===== config.mk =====
export PLATFORM = sky130hd
export DESIGN_NAME = lt_symbol_ingress
export DESIGN_NICKNAME = d
export VERILOG_FILES = /design/src/rtl/lt_pkg.sv /design/src/rtl/lt_idx_collector.sv /design/src/rtl/lt_symbol_ingress.sv
export SDC_FILE = /design/constraint.sdc
export NUM_CORES = 1
export LEC_CHECK = 0
export BUFFER_PORTS_ARGS = -buffer_cell sky130_fd_sc_hd__buf_2
export CAP_MARGIN = 20
export CORE_MARGIN = 5
export CORE_UTILIZATION = 47
export DETAILED_ROUTE_END_ITERATION = 10
export HOLD_SLACK_MARGIN = 0.02
export PLACE_DENSITY = 0.76
export SYNTH_ARGS = -nofsm -noshare
export SYNTH_HDL_FRONTEND = slang
export SYNTH_SLANG_ARGS = --single-unit
export TNS_END_PERCENT = 20

===== constraint.sdc =====
create_clock -name clk -period 2.4 [get_ports clk]
set_clock_uncertainty 0.2 [all_clocks]
set_input_delay 0.24 -clock clk [delete_from_list [all_inputs] [get_ports clk]]
set_output_delay 0.24 -clock clk [all_outputs]
set_load 0.01 [all_outputs]

===== src/rtl/lt_pkg.sv =====
`default_nettype none
// ============================================================================
//  Module      : lt_pkg
//  Description : Shared types and constants for the LT decoder front end:
//                ingress FSM state encoding, drop-reason codes, descriptor
//                struct and a degree range helper.
//  Revision    : 1.0 - initial release
// ============================================================================
package lt_pkg;

  // Ingress parser states, one-hot to match the decoder controller.
  typedef enum logic [4:0] {
    ST_HDR   = 5'b00001,
    ST_IDX   = 5'b00010,
    ST_DATA  = 5'b00100,
    ST_DRAIN = 5'b01000,
    ST_HOLD  = 5'b10000
  } lt_state_e;

  // Drop reasons reported on err_code.
  localparam logic [1:0] c_ERR_SHORT   = 2'd0;
  localparam logic [1:0] c_ERR_LONG    = 2'd1;
  localparam logic [1:0] c_ERR_BAD_DEG = 2'd2;
  localparam logic [1:0] c_ERR_BAD_IDX = 2'd3;

  // Default decoder geometry, used by the controller-side descriptor view.
  localparam int c_DATA_W  = 32;
  localparam int c_IDX_W   = 10;
  localparam int c_DEG_W   = 4;
  localparam int c_MAX_DEG = 8;

  // Symbol descriptor as seen by the decoder controller.
  typedef struct packed {
    logic [c_DEG_W-1:0]           degree;
    logic                         deg_one;
    logic [c_MAX_DEG*c_IDX_W-1:0] idx;
    logic [c_DATA_W-1:0]          data;
  } lt_desc_t;

  // A degree is usable when it names at least one and at most max_deg sources.
  function automatic logic lt_deg_valid(input int unsigned deg, input int unsigned max_deg);
    return (deg != 0) && (deg <= max_deg);
  endfunction

endpackage
`default_nettype wire


===== src/rtl/lt_idx_collector.sv =====
`default_nettype none
// ============================================================================
//  Module      : lt_idx_collector
//  Description : Neighbour index storage for one LT symbol: write counter,
//                per-slot storage cleared at each new header, and a sticky
//                out-of-range flag.
//  Revision    : 1.0 - initial release
// ============================================================================
module lt_idx_collector
  import lt_pkg::*;
#(
  parameter int DATA_W  = 32,
  parameter int IDX_W   = 10,
  parameter int MAX_DEG = 8,
  parameter int NUM_SRC = 1024,
  parameter int CNT_W   = 4
) (
  input  logic                     clk,
  input  logic                     reset_n,
  input  logic                     clr_i,
  input  logic                     wr_i,
  input  logic [DATA_W-1:0]        beat_i,
  output logic [CNT_W-1:0]         cnt_o,
  output logic [MAX_DEG*IDX_W-1:0] idx_o,
  output logic                     bad_idx_o
);

  // The range check looks at the whole beat, so stray upper bits above the
  // index field also mark the symbol as unusable.
  localparam logic [DATA_W-1:0] c_NUM_SRC = DATA_W'(NUM_SRC);

  logic [CNT_W-1:0] cnt_q;
  logic             bad_idx_q;
  logic [IDX_W-1:0] slot_q [MAX_DEG];

  // Write pointer: restarts at each header, advances once per index beat.
  always_ff @(posedge clk or negedge reset_n) begin
    if (!reset_n)   cnt_q <= '0;
    else if (clr_i) cnt_q <= '0;
    else if (wr_i)  cnt_q <= cnt_q + CNT_W'(1);
  end

  // Sticky out-of-range flag for the symbol being collected.
  always_ff @(posedge clk or negedge reset_n) begin
    if (!reset_n)                          bad_idx_q <= 1'b0;
    else if (clr_i)                        bad_idx_q <= 1'b0;
    else if (wr_i && (beat_i >= c_NUM_SRC)) bad_idx_q <= 1'b1;
  end

  generate
    for (genvar k = 0; k < MAX_DEG; k++) begin : g_slot
      // Slot k takes the beat when the pointer sits on it; unused slots stay 0.
      always_ff @(posedge clk or negedge reset_n) begin
        if (!reset_n)                          slot_q[k] <= '0;
        else if (clr_i)                        slot_q[k] <= '0;
        else if (wr_i && cnt_q == CNT_W'(k))   slot_q[k] <= beat_i[IDX_W-1:0];
      end
      assign idx_o[k*IDX_W +: IDX_W] = slot_q[k];
    end
  endgenerate

  assign cnt_o     = cnt_q;
  assign bad_idx_o = bad_idx_q;

endmodule
`default_nettype wire


===== src/rtl/lt_symbol_ingress.sv =====
`default_nettype none
// ============================================================================
//  Module      : lt_symbol_ingress
//  Description : AXI-Stream ingress for encoded LT symbols. Parses header,
//                neighbour indices and payload, drops malformed packets with
//                an error pulse/code, and hands one descriptor at a time to
//                the decoder controller over valid/ready.
//                Optional: LT_INGRESS_STATS_EN adds saturating packet and
//                drop counters (stat_pkt_cnt, stat_drop_cnt).
//  Revision    : 1.0 - initial release
// ============================================================================
module lt_symbol_ingress
  import lt_pkg::*;
#(
  parameter int DATA_W  = 32,
  parameter int IDX_W   = 10,
  parameter int DEG_W   = 4,
  parameter int MAX_DEG = 8,
  parameter int NUM_SRC = 1024
) (
  input  logic                     clk,
  input  logic                     reset_n,
  input  logic [DATA_W-1:0]        saxi_tdata,
  input  logic                     saxi_tvalid,
  input  logic                     saxi_tlast,
  output logic                     saxi_tready,
  output logic                     desc_valid,
  input  logic                     desc_ready,
  output logic [DEG_W-1:0]         desc_degree,
  output logic                     desc_deg_one,
  output logic [MAX_DEG*IDX_W-1:0] desc_idx,
  output logic [DATA_W-1:0]        desc_data,
  output logic                     err_pulse,
  output logic [1:0]               err_code
`ifdef LT_INGRESS_STATS_EN
  ,
  output logic [15:0]              stat_pkt_cnt,
  output logic [15:0]              stat_drop_cnt
`endif
);

  localparam int c_CNT_W = $clog2(MAX_DEG + 1);

  lt_state_e          state_q, state_d;
  logic [DEG_W-1:0]   deg_q, deg_d;
  logic [DATA_W-1:0]  data_q, data_d;
  logic               err_pulse_q, err_pulse_d;
  logic [1:0]         err_code_q, err_code_d;

  logic               w_acc;
  logic               w_hs;
  logic               w_clr;
  logic               w_wr;
  logic [DEG_W-1:0]   w_hdr_deg;
  logic [c_CNT_W-1:0] w_cnt;
  logic               w_bad_idx;

  assign w_acc     = saxi_tvalid & saxi_tready;
  assign w_hs      = desc_valid & desc_ready;
  assign w_hdr_deg = saxi_tdata[DEG_W-1:0];

  lt_idx_collector #(
    .DATA_W  (DATA_W),
    .IDX_W   (IDX_W),
    .MAX_DEG (MAX_DEG),
    .NUM_SRC (NUM_SRC),
    .CNT_W   (c_CNT_W)
  ) u_idx (
    .clk       (clk),
    .reset_n   (reset_n),
    .clr_i     (w_clr),
    .wr_i      (w_wr),
    .beat_i    (saxi_tdata),
    .cnt_o     (w_cnt),
    .idx_o     (desc_idx),
    .bad_idx_o (w_bad_idx)
  );

  // Parser state, latched descriptor fields and error reporting.
  always_ff @(posedge clk or negedge reset_n) begin
    if (!reset_n) begin
      state_q     <= ST_HDR;
      deg_q       <= '0;
      data_q      <= '0;
      err_pulse_q <= 1'b0;
      err_code_q  <= c_ERR_SHORT;
    end else begin
      state_q     <= state_d;
      deg_q       <= deg_d;
      data_q      <= data_d;
      err_pulse_q <= err_pulse_d;
      err_code_q  <= err_code_d;
    end
  end

  // Packet parser: decides the next state, drop reason and collector controls.
  always_comb begin
    state_d     = state_q;
    deg_d       = deg_q;
    data_d      = data_q;
    err_pulse_d = 1'b0;
    err_code_d  = err_code_q;
    w_clr       = 1'b0;
    w_wr        = 1'b0;
    case (state_q)
      ST_HDR: begin
        if (w_acc) begin
          if (!lt_deg_valid(int'(w_hdr_deg), MAX_DEG)) begin
            err_pulse_d = 1'b1;
            err_code_d  = c_ERR_BAD_DEG;
            state_d     = saxi_tlast ? ST_HDR : ST_DRAIN;
          end else if (saxi_tlast) begin
            err_pulse_d = 1'b1;
            err_code_d  = c_ERR_SHORT;
          end else begin
            deg_d   = w_hdr_deg;
            w_clr   = 1'b1;
            state_d = ST_IDX;
          end
        end
      end
      ST_IDX: begin
        if (w_acc) begin
          w_wr = 1'b1;
          if (saxi_tlast) begin
            err_pulse_d = 1'b1;
            err_code_d  = c_ERR_SHORT;
            state_d     = ST_HDR;
          end else if (int'(w_cnt) + 1 == int'(deg_q)) begin
            state_d = ST_DATA;
          end
        end
      end
      ST_DATA: begin
        if (w_acc) begin
          if (!saxi_tlast) begin
            err_pulse_d = 1'b1;
            err_code_d  = c_ERR_LONG;
            state_d     = ST_DRAIN;
          end else if (w_bad_idx) begin
            err_pulse_d = 1'b1;
            err_code_d  = c_ERR_BAD_IDX;
            state_d     = ST_HDR;
          end else begin
            data_d  = saxi_tdata;
            state_d = ST_HOLD;
          end
        end
      end
      ST_DRAIN: begin
        if (w_acc && saxi_tlast) state_d = ST_HDR;
      end
      ST_HOLD: begin
        if (desc_ready) state_d = ST_HDR;
      end
      default: state_d = ST_HDR;
    endcase
  end

  assign saxi_tready  = (state_q != ST_HOLD);
  assign desc_valid   = (state_q == ST_HOLD);
  assign desc_degree  = deg_q;
  assign desc_deg_one = (deg_q == DEG_W'(1));
  assign desc_data    = data_q;
  assign err_pulse    = err_pulse_q;
  assign err_code     = err_code_q;

`ifdef LT_INGRESS_STATS_EN
  logic [15:0] pkt_cnt_q;
  logic [15:0] drop_cnt_q;

  // Saturating counts of handed-off descriptors and dropped packets.
  always_ff @(posedge clk or negedge reset_n) begin
    if (!reset_n) begin
      pkt_cnt_q  <= '0;
      drop_cnt_q <= '0;
    end else begin
      if (w_hs && pkt_cnt_q != 16'hFFFF)         pkt_cnt_q  <= pkt_cnt_q + 16'd1;
      if (err_pulse_d && drop_cnt_q != 16'hFFFF) drop_cnt_q <= drop_cnt_q + 16'd1;
    end
  end

  assign stat_pkt_cnt  = pkt_cnt_q;
  assign stat_drop_cnt = drop_cnt_q;
`else
  logic w_unused_hs;
  assign w_unused_hs = w_hs;
`endif

endmodule
`default_nettype wire


==> metrics.json <==
{
  "run_status": {
    "outcome": "finished with violations",
    "violations": "negative setup slack"
  },
  "critical_path": {
    "length_in_cells_of_the_worst_reg_to_reg_path": 6,
    "timing.setup.critical_path_class": "reg2reg",
    "critPathMaxFanout": 10,
    "worst_ep_required_time_ns": 2.49,
    "reg2reg_from": "state_q[3]",
    "critical_path.max_stage_delay_ns": 0.57,
    "cp_cell_sequence": "or4b_4 -> or4_4 -> nor3b_2 -> buf_12 -> mux2i_1 -> nor2_1",
    "rr_endpoint": "u_idx.idx_o[50]",
    "timing.critical_path.max_delay_family": "simple AND/OR/NAND/NOR gates",
    "timing.critical_path.buf_inv": 1,
    "cpMaxStageDelayCell": "sky130_fd_sc_hd__or4b_4",
    "cp-start-kind": "register",
    "ff2ff_setup_slack_ns": -0.08,
    "critPathCaptureType": "register",
    "critPathArrivalTime_ns": 2.57
  },
  "synth": {
    "netlist_instances": 474,
    "synthesis.yosys.warnings": 0,
    "ys_dominant_reg_cell": "sky130_fd_sc_hd__dfrtp_1",
    "synthesis.area_per_instance_um2": 12.1,
    "syn_area_mm2": 0.00572,
    "number_of_register_bits_inferred_by_synthesis": 129,
    "post_synth_num_cell_types": 47,
    "synth_sequential_area_ratio": 0.565,
    "ys_async_sr_fraction": 1.00,
    "count_of_flip_flops_with_a_built_in_enable_after_synthesis": 0,
    "synth.net_count": 515
  },
  "finish": {
    "syn_to_final_growth_pct": 35.3,
    "drive_gt1_frac": 0.392,
    "nNetsFinal": 716,
    "final_cell_count_no_fill": 835,
    "finalCoreUtilization": 0.647,
    "fillCellCount": 870,
    "antennaDiodeCount": 0
  },
  "sta": {
    "timing.final.ws_setup_ns": -0.0799,
    "timing.final.setup_violations": 40,
    "max_freq_ghz": 0.403,
    "fin_crit_ns": 2.48,
    "timing.final.max_slew_violations": 0,
    "rsz0062_at_grt": "true",
    "finalHoldWorstSlack_ns": 0.0341,
    "timing.slew.headroom": 0.534,
    "final-hold-violation-count": 0,
    "post-route-period-util": 1.03,
    "tightestPinTransition_ns": 0.700
  },
  "pwr": {
    "leakagePower_nw": 4.29,
    "power-per-cell-area_mw_per_mm2": 1040,
    "p_total_mw": 8.04,
    "ir_worst_vdd_v": 0.000547
  },
  "clocking": {
    "clkSinkCount": 129,
    "clock_latency_ns": 0.41,
    "number_of_buffers_added_by_the_clock_tree_synthesis_step": 17,
    "clk_pin_slew_worst_paths_ns": 0.05,
    "cts_tree": "built",
    "clock_tree.root_cell": "sky130_fd_sc_hd__clkbuf_16",
    "cts_max_level": 4,
    "ctsLongestPathBuffers": 2
  },
  "global_route": {
    "grt_antenna_before_repair": 0,
    "groute.usage.overall": 0.225,
    "grt_pass1_vias": 4562,
    "global_route.overflow_total": 0,
    "grt_first_pass_wirelength_um": 25300,
    "grt_start_max_net_pins": 130
  },
  "min_path": {
    "hold_path_startpoint": "saxi_tdata[2]",
    "min_delay_path_depth": 3,
    "hold_path_end": "u_idx.idx_o[2]",
    "min_path_type": "in2reg"
  },
  "placed_design": {
    "post-place-cells": 769,
    "port-buffer-count": 158,
    "place_hpwl_um": 10300,
    "place.gp.congestion": 0.866,
    "post-place-ws_ns": -0.0779
  },
  "routing": {
    "drt-vias-per-instance": 5.37,
    "initialDrtViolationCount": 209,
    "detailedRoute.firstPassIterationCount": 5,
    "drt-wirelength-per-cell_um": 19.1,
    "drc": 0,
    "vias": 4483,
    "route.final.wire_length_um": 16000,
    "ant_nets": 0
  },
  "floorplanning": {
    "die-width_um": 120,
    "design.die.area_mm2": 0.0145,
    "rows": 40,
    "initial_cell_density_of_the_core": 0.478,
    "io-pin-count": 159,
    "floorplan.die.height_um": 120,
    "floorplan.core_area_mm2": 0.0120
  },
  "flow_run": {
    "maxCapViolCount": 0
  }
}
## kinds of logic (layout without fill, tap and decap cells)
kind of cell / after synthesis / in the layout / share of synthesized area
adder cells (fa/ha/maj): 4 / 4 / 0.00876
AO/OA/AOI/OAI: 24 / 24 / 0.0302
AND/OR/NAND/NOR: 143 / 143 / 0.123
XOR/XNOR: 12 / 12 / 0.0184
multiplexers: 118 / 118 / 0.215
buffers and inverters: 44 / 258 / 0.0392
flip-flops: 129 / 129 / 0.565
## sequential cells by signal, summed over array words and instances (netlist names)
signal           count
desc_data           32
desc_degree          4
err_code             2
err_pulse            1
state_q              5
u_idx.bad_idx_o      1
u_idx.cnt_o          4
u_idx.idx_o         80
## timing repair
item	in CTS	in global routing
setup buffers	1	4
resized for setup	5	13
pin swaps	2	1
setup endpoints to repair	40	126
hold buffers	27	0
hold endpoints to repair	161	0
gates cloned	1	1
## metrics by stage
stage / cell area (um2) / TNS [ns]
after floorplan: 5720 / 0
after global placement: 6760 / 0
after detailed placement: 6760 / -1.24
after CTS: 7650 / -1.12
after global routing: 7730 / -5.04
final: 7730 / -2.14
## cell usage in the layout (no fill, tap or decap), types with 3 or more instances in the layout
cell	netlist	layout
sky130_fd_sc_hd__a21oi_1	3	3
sky130_fd_sc_hd__buf_12	0	4
sky130_fd_sc_hd__buf_2	23	157
sky130_fd_sc_hd__buf_4	0	27
sky130_fd_sc_hd__buf_6	4	4
sky130_fd_sc_hd__clkbuf_16	0	17
sky130_fd_sc_hd__clkbuf_8	0	3
sky130_fd_sc_hd__clkinv_2	0	5
sky130_fd_sc_hd__dfrtp_1	128	128
sky130_fd_sc_hd__dlygate4sd3_1	0	27
sky130_fd_sc_hd__ha_1	4	4
sky130_fd_sc_hd__inv_1	7	7
sky130_fd_sc_hd__mux2_1	7	7
sky130_fd_sc_hd__mux2_2	31	31
sky130_fd_sc_hd__mux2i_1	80	79
sky130_fd_sc_hd__nand2_1	6	5
sky130_fd_sc_hd__nand3_1	5	5
sky130_fd_sc_hd__nand3b_1	5	5
sky130_fd_sc_hd__nor2_1	90	89
sky130_fd_sc_hd__nor3_1	7	7
sky130_fd_sc_hd__nor3b_1	3	3
sky130_fd_sc_hd__nor4_1	9	5
sky130_fd_sc_hd__nor4_2	1	4
sky130_fd_sc_hd__o21ai_0	4	4
sky130_fd_sc_hd__or4_1	3	3
sky130_fd_sc_hd__xnor2_1	7	7
sky130_fd_sc_hd__xor2_1	5	5
## cell type report
class,instances,area [um2],area share
Clock inverter,10,109,0.0141
Clock buffer,22,474,0.0613
Multi-Input combinational cell,301,2330,0.301
Sequential cell,129,3230,0.418
Timing Repair Buffer,219,1380,0.179
Inverter,7,26.3,0.00340
Tap cell,147,184,0.0238
## per-layer routing
metal | part of all wire | global-route usage
met5 | 0 | 0
met4 | 0.026 | 0.0871
met3 | 0.065 | 0.0603
met2 | 0.51 | 0.368
met1 | 0.40 | 0.286
## how the worst max path moves through the flow
stage          cells after the start  slack, ns       start               to
6_report                           6      -0.08  state_q[3]  u_idx.idx_o[50]
5_1_grt                            6      -0.16  state_q[3]  u_idx.idx_o[55]
4_1_cts                            6      -0.06  state_q[3]  u_idx.idx_o[68]
3_5_place_dp                       6      -0.08  state_q[3]  u_idx.idx_o[70]
3_3_place_gp                       6      0.003  state_q[3]  u_idx.idx_o[44]
2_1_floorplan                      6       0.07  state_q[3]  u_idx.idx_o[70]
## power breakdown
group	total (mW)	switching [mW]	internal [mW]	leakage (nW)
registers	3.07	0.356	2.72	1.75
clock network	2.54	0.933	1.60	0.286
logic	2.43	1.31	1.12	2.25
## Yosys cell counts, types with 2 or more instances
library cell / n / area (um2)
sky130_fd_sc_hd__nor3_1: 7 / 35.0
sky130_fd_sc_hd__nor4_1: 9 / 56.3
sky130_fd_sc_hd__buf_2: 23 / 115
sky130_fd_sc_hd__dfrtp_1: 128 / 3200
sky130_fd_sc_hd__a22o_1: 2 / 17.5
sky130_fd_sc_hd__o22a_1: 2 / 17.5
sky130_fd_sc_hd__nor3b_1: 3 / 22.5
sky130_fd_sc_hd__mux2i_1: 80 / 801
sky130_fd_sc_hd__mux2_1: 7 / 78.8
sky130_fd_sc_hd__or4_1: 3 / 22.5
sky130_fd_sc_hd__o21ai_0: 4 / 20.0
sky130_fd_sc_hd__nand3b_1: 5 / 37.5
sky130_fd_sc_hd__xor2_1: 5 / 43.8
sky130_fd_sc_hd__a21oi_1: 3 / 15.0
sky130_fd_sc_hd__clkbuf_1: 10 / 37.5
sky130_fd_sc_hd__nand3_1: 5 / 25.0
sky130_fd_sc_hd__nand4_1: 2 / 12.5
sky130_fd_sc_hd__o211ai_1: 2 / 15.0
sky130_fd_sc_hd__buf_6: 4 / 45.0
sky130_fd_sc_hd__nor2_1: 90 / 338
sky130_fd_sc_hd__mux2_2: 31 / 349
sky130_fd_sc_hd__ha_1: 4 / 50.1
sky130_fd_sc_hd__nor3b_2: 4 / 50.1
sky130_fd_sc_hd__inv_1: 7 / 26.3
sky130_fd_sc_hd__nand2_1: 6 / 22.5
sky130_fd_sc_hd__xnor2_1: 7 / 61.3
## worst register-to-register path: cells and delay by family (launching register included)
| kind | cells | cell delay [ns] |
|---|---|---|
| buffers and inverters | 1 | 0.18 |
| flip-flops | 1 | 0.40 |
| multiplexers | 1 | 0.21 |
| AND/OR/NAND/NOR | 4 | 1.38 |
(Power assumes the default switching activity.)
